[config.mk]
export PLATFORM = sky130hd
export DESIGN_NAME = simon_iter_core
export DESIGN_NICKNAME = d
export VERILOG_FILES = /design/src/rtl/simon_iter_core.sv
export SDC_FILE = /design/constraint.sdc
export NUM_CORES = 2
export LEC_CHECK = 0
export ABC_AREA = 1
export CAP_MARGIN = 30
export CORE_MARGIN = 1.5
export CORE_UTILIZATION = 54
export DETAILED_ROUTE_END_ITERATION = 8
export PLACE_DENSITY = 0.74
export REMOVE_ABC_BUFFERS = 1
export SLEW_MARGIN = 25
export SYNTH_ARGS = -nofsm -noshare
export SYNTH_HDL_FRONTEND = slang
export SYNTH_SLANG_ARGS = --single-unit
[constraint.sdc]
create_clock -name clk -period 4.4 [get_ports clk]
set_input_delay 0.44 -clock clk [delete_from_list [all_inputs] [get_ports clk]]
set_output_delay 0.44 -clock clk [all_outputs]
set_load 0.005 [all_outputs]
[src/rtl/simon_iter_core.sv]
// simon_iter_core: iterative Simon 32/64..64/128 core, one round per clock with an expanded round-key file
module simon_iter_core #(
  parameter int N = 16,
  parameter int M = 4
) (
  input  logic           clk,
  input  logic           reset,
  input  logic           key_valid,
  output logic           key_ready,
  input  logic [N*M-1:0] key,
  input  logic           in_valid,
  output logic           in_ready,
  input  logic           in_mode,
  input  logic [2*N-1:0] in_data,
  output logic           out_valid,
  input  logic           out_ready,
  output logic [2*N-1:0] out_data,
  output logic           key_loaded
);
  localparam int SEL = (N == 16 && M == 4) ? 0 : (N == 24 && M == 3) ? 1 : (N == 24 && M == 4) ? 2 :
                       (N == 32 && M == 3) ? 3 : (N == 32 && M == 4) ? 4 : -1;
  localparam int T  = SEL == 0 ? 32 : SEL <= 2 ? 36 : SEL == 3 ? 42 : 44;
  localparam int ZI = SEL <= 1 ? 0 : SEL - 1;
  localparam int AW = $clog2(T);
  localparam logic [AW-1:0] TL = AW'(T - 1);
  localparam logic [AW-1:0] ML = AW'(M);
  localparam logic [61:0] Z0 = 62'b11111010001001010110000111001101111101000100101011000011100110;
  localparam logic [61:0] Z1 = 62'b10001110111110010011000010110101000111011111001001100001011010;
  localparam logic [61:0] Z2 = 62'b10101111011100000011010010011000101000010001111110010110110011;
  localparam logic [61:0] Z3 = 62'b11011011101011000110010111100000010010001010011100110100001111;
  localparam logic [61:0] ZS = ZI == 0 ? Z0 : ZI == 1 ? Z1 : ZI == 2 ? Z2 : Z3;
  if (SEL < 0) begin : g_bad_cfg
    $error("simon_iter_core: unsupported (N,M) pair");
  end
  typedef enum logic [2:0] {NOKEY, KEYEXP, IDLE, RUN, OUT} state_t;
  state_t state, state_n;
  logic [AW-1:0] cnt, cnt_n;
  logic [N-1:0] rk [T];
  logic [N-1:0] x, y, x_n, y_n, t0, knew, rkey;
  logic [5:0] z_idx;
  logic mode, key_acc, blk_acc, last;
  function automatic logic [N-1:0] rol(input logic [N-1:0] a, input int s);
    return (a << s) | (a >> (N - s));
  endfunction
  function automatic logic [N-1:0] f(input logic [N-1:0] a);
    return (rol(a, 1) & rol(a, 8)) ^ rol(a, 2);
  endfunction
  assign key_ready  = state == NOKEY || state == IDLE;
  assign in_ready   = state == IDLE && !key_valid;
  assign out_valid  = state == OUT;
  assign key_loaded = state == IDLE || state == RUN || state == OUT;
  assign key_acc    = key_valid && key_ready;
  assign blk_acc    = in_valid && in_ready;
  assign last       = cnt == TL;
  assign z_idx      = 6'(cnt - ML);
  assign t0   = rol(rk[cnt - AW'(1)], N - 3) ^ (M == 4 ? rk[cnt - AW'(3)] : '0);
  assign knew = ~rk[cnt - ML] ^ t0 ^ rol(t0, N - 1) ^ {{(N-1){1'b0}}, ZS[6'd61 - z_idx]} ^ N'(3);
  assign rkey = rk[mode ? TL - cnt : cnt];
  assign x_n  = mode ? y : y ^ f(x) ^ rkey;
  assign y_n  = mode ? x ^ f(y) ^ rkey : x;
  // round-key file: user words on key accept, then one derived word per KEYEXP cycle
  always_ff @(posedge clk) begin
    if (key_acc)
      for (int i = 0; i < M; i++) rk[i] <= key[i*N +: N];
    else if (state == KEYEXP)
      rk[cnt] <= knew;
  end
  // state and shared key-expansion / round counter
  always_ff @(posedge clk or posedge reset) begin
    if (reset) begin
      state <= NOKEY;
      cnt   <= '0;
    end else begin
      state <= state_n;
      cnt   <= cnt_n;
    end
  end
  // next-state logic; a key offered in IDLE wins over a block
  always_comb begin
    state_n = state;
    cnt_n   = cnt;
    case (state)
      NOKEY: begin
        state_n = key_acc ? KEYEXP : NOKEY;
        cnt_n   = key_acc ? ML : cnt;
      end
      IDLE: begin
        state_n = key_acc ? KEYEXP : blk_acc ? RUN : IDLE;
        cnt_n   = key_acc ? ML : blk_acc ? '0 : cnt;
      end
      KEYEXP: begin
        state_n = last ? IDLE : KEYEXP;
        cnt_n   = last ? '0 : cnt + AW'(1);
      end
      RUN: begin
        state_n = last ? OUT : RUN;
        cnt_n   = last ? '0 : cnt + AW'(1);
      end
      OUT: state_n = out_ready ? IDLE : OUT;
      default: state_n = NOKEY;
    endcase
  end
  // cipher datapath; result is captured separately so it stays put until the next block finishes
  always_ff @(posedge clk or posedge reset) begin
    if (reset) begin
      x        <= '0;
      y        <= '0;
      mode     <= 1'b0;
      out_data <= '0;
    end else if (blk_acc) begin
      x    <= in_data[2*N-1:N];
      y    <= in_data[N-1:0];
      mode <= in_mode;
    end else if (state == RUN) begin
      x <= x_n;
      y <= y_n;
      if (last) out_data <= {x_n, y_n};
    end
  end
endmodule

==> impl_metrics.env <==
export IMPL_async_flop_share=0.125
export IMPL_top_usage_layer="met2"
export IMPL_drive_above_1_share=0.0728
export IMPL_fmax_mhz=245
export IMPL_slew_violations=0
export IMPL_reg2reg_depth=16
export IMPL_die_x_um=279
export IMPL_gr_usage_met3=0.117
export IMPL_portBuffers=137
export IMPL_ant_nets=0
export IMPL_first_iter_violations=7539
export IMPL_postCtsSetupRepairBufs=0
export IMPL_ys_ff_latch=585
export IMPL_hold_viol_final=0
export IMPL_grt_max_degree=160
export IMPL_track_usage=0.437
export IMPL_cpPeakStageDelay_ps=790
export IMPL_critPathTopFamily="simple AND/OR/NAND/NOR gates"
export IMPL_initial_utilization=0.549
export IMPL_yosys_warnings=0
export IMPL_fin_crit_sh=0.928
export IMPL_max_slew_margin=0.327
export IMPL_ys_seq_area_frac=0.419
export IMPL_clock_latency_ps=650
export IMPL_ys_flop_type="edfxtp_1"
export IMPL_dr_pass1_iters=7
export IMPL_num_nets_final=5901
export IMPL_wl_per_cell_um=25.3
export IMPL_syn_area_sq_um=41000
export IMPL_cp_num_buf_inv=4
export IMPL_grt_ovfl_total=0
export IMPL_ctsHtreeMaxLevel=3
export IMPL_fin_skew_ps=28.0
export IMPL_gp_routability_congestion=1.02
export IMPL_clk_pin_slew_ps=70
export IMPL_fin_tns_setup_ps=0
export IMPL_worst_setup_path_type="register to register"
export IMPL_cts_buffers=68
export IMPL_worst_path_stages=16
export IMPL_startpoint_type="register"
export IMPL_setup_viol=0
export IMPL_worstPathCellList="inv_8, ha_4, inv_8, buf_12, buf_12, nand3_1, nand3_1, nand3_1, nand3_1, nand2_2, nand2_2, nand2_2, nand2_4, nand2_2, nand2_4, and2_1"
export IMPL_max_clock_path_buffers=3
export IMPL_drc=0
export IMPL_die_y_um=279
export IMPL_status="finished, final reports clean"
export IMPL_place_inst=6680
export IMPL_grt_pass1_wl_mm=254
export IMPL_multiInputGateArea_sq_um=21000
export IMPL_viasPerCell=6.56
export IMPL_grt_setup_unrepaired="no"
export IMPL_cp_required_ps=4690
export IMPL_synth_edff_count=512
export IMPL_slowest_stage="and2_1"
export IMPL_crit_arrival_ps=4370
export IMPL_stdcell_count=6811
export IMPL_seqCellArea_sq_um=17200
export IMPL_layout_min_cycle_time_ps=4090
export IMPL_synth_cells=5815
export IMPL_met2_usage=0.642
export IMPL_path_max_fanout=40
export IMPL_place_hpwl_mm=109
export IMPL_cp_end_kind="register"
export IMPL_min_path_type="input pin to asynchronous set/reset pin"
export IMPL_vias=44647
export IMPL_synth_cell_types=41
export IMPL_worstMarginPinSlew_ps=1010
export IMPL_core_area_sq_um=74800
export IMPL_cts_tree="yes"
export IMPL_rows=100
export IMPL_clock_sinks=585
export IMPL_fillCellCount=6705
export IMPL_synth_area_per_cell_sq_um=7.06
export IMPL_clk_root_buffer_cell="clkbuf_16"
export IMPL_grt_pass1_vias=41280
export IMPL_pin_count=138
export IMPL_syn_to_final_growth_pct=13.1
export IMPL_antenna_found_initial=4
export IMPL_drv_cap=0
export IMPL_cts_resized=0
export IMPL_routed_wirelength_mm=172
export IMPL_cts_hold_buf=0
export IMPL_dieArea_sq_um=77700
export IMPL_use_met1=0.544
metrics by stage:
stage               utilization  instance area, sq um  hold slack [ps]  setup WS [ps]
detailed placement        0.588                 44000              465            448
finish                    0.620                 46400              274            315
global placement          0.587                 43900              465            470
CTS                       0.619                 46300              278            392
floorplan                     -                 39100              472         -25620
global route              0.620                 46400              341            230
state kept, by name, indices dropped and copies added (netlist names):
register and count:
rk 512, out_data 32, x 16, y 16, cnt 5, state 3
mode 1
Yosys cell counts (48+ instances only):
| library cell | number | area (sq um) |
|---|---|---|
| a21oi_1 | 114 | 571 |
| o211ai_1 | 106 | 796 |
| nand2_1 | 2182 | 8190 |
| xor2_1 | 49 | 429 |
| nor2_1 | 48 | 180 |
| buf_2 | 228 | 1140 |
| buf_1 | 57 | 214 |
| edfxtp_1 | 512 | 15400 |
| clkbuf_1 | 119 | 447 |
| o21ai_0 | 151 | 756 |
| nand3_1 | 1722 | 8620 |
| inv_1 | 275 | 1030 |
| dfrtp_1 | 73 | 1830 |
final timing paths:
check | startpoint | end | slack [ps]
setup / recovery | cnt[0] | rk[20][6] | 310
hold / removal | reset | cnt[1] | 270
setup reg to reg | cnt[0] | rk[20][6] | 310
hold reg to reg | out_data[25] | out_data[25] | 480
max in group asynchronous | reset | out_data[25] | 3330
min in group clk | in_mode | mode | 400
cell families after synthesis:
kind of cell,count (synthesis),share of synthesized area
adders and majority gates,14,0.00427
xor gates and xnor gates,77,0.0184
AOI/OAI and AO/OA,382,0.0538
DFF,585,0.419
buffers and inverters,721,0.0753
and+or+nand+nor,4036,0.429
metal layers:
metal	routed length (um)	up-vias
met2	71200	3738
met1	58700	20278
met4	16700	4
li1	-	19611
met3	25700	1016
met5	29	-
layout make-up:
cell class,instances,share of cell area
multi-input cells,4509,0.452
repair buffers,321,0.0749
well taps,969,0.0261
inverters,300,0.0248
clock inverters,38,0.0101
diodes,2,0.000108
clock buffers,87,0.0411
flip-flops and latches,585,0.371
cells in the final DEF, fill, tap and decap left out, drive strengths merged:
cell type	instances
o22ai	2
dfrtp	73
clkinvlp	2
nand2	2216
o221ai	2
buf	184
a21oi	114
or2	7
o211ai	106
clkinv	27
nand3b	19
nor2	53
nand3	1730
a31oi	1
nand4	2
inv	299
xnor2	24
bufinv	10
nor3	2
edfxtp	512
clkdlybuf4s50	137
o2111ai	1
xor2	53
and2	7
diode	2
o21ai	156
clkbuf	87
ha	14
Power is left out: the tool's default activity adds up to more than one toggle a clock period on the data nets, which glitch-free logic cannot reach.
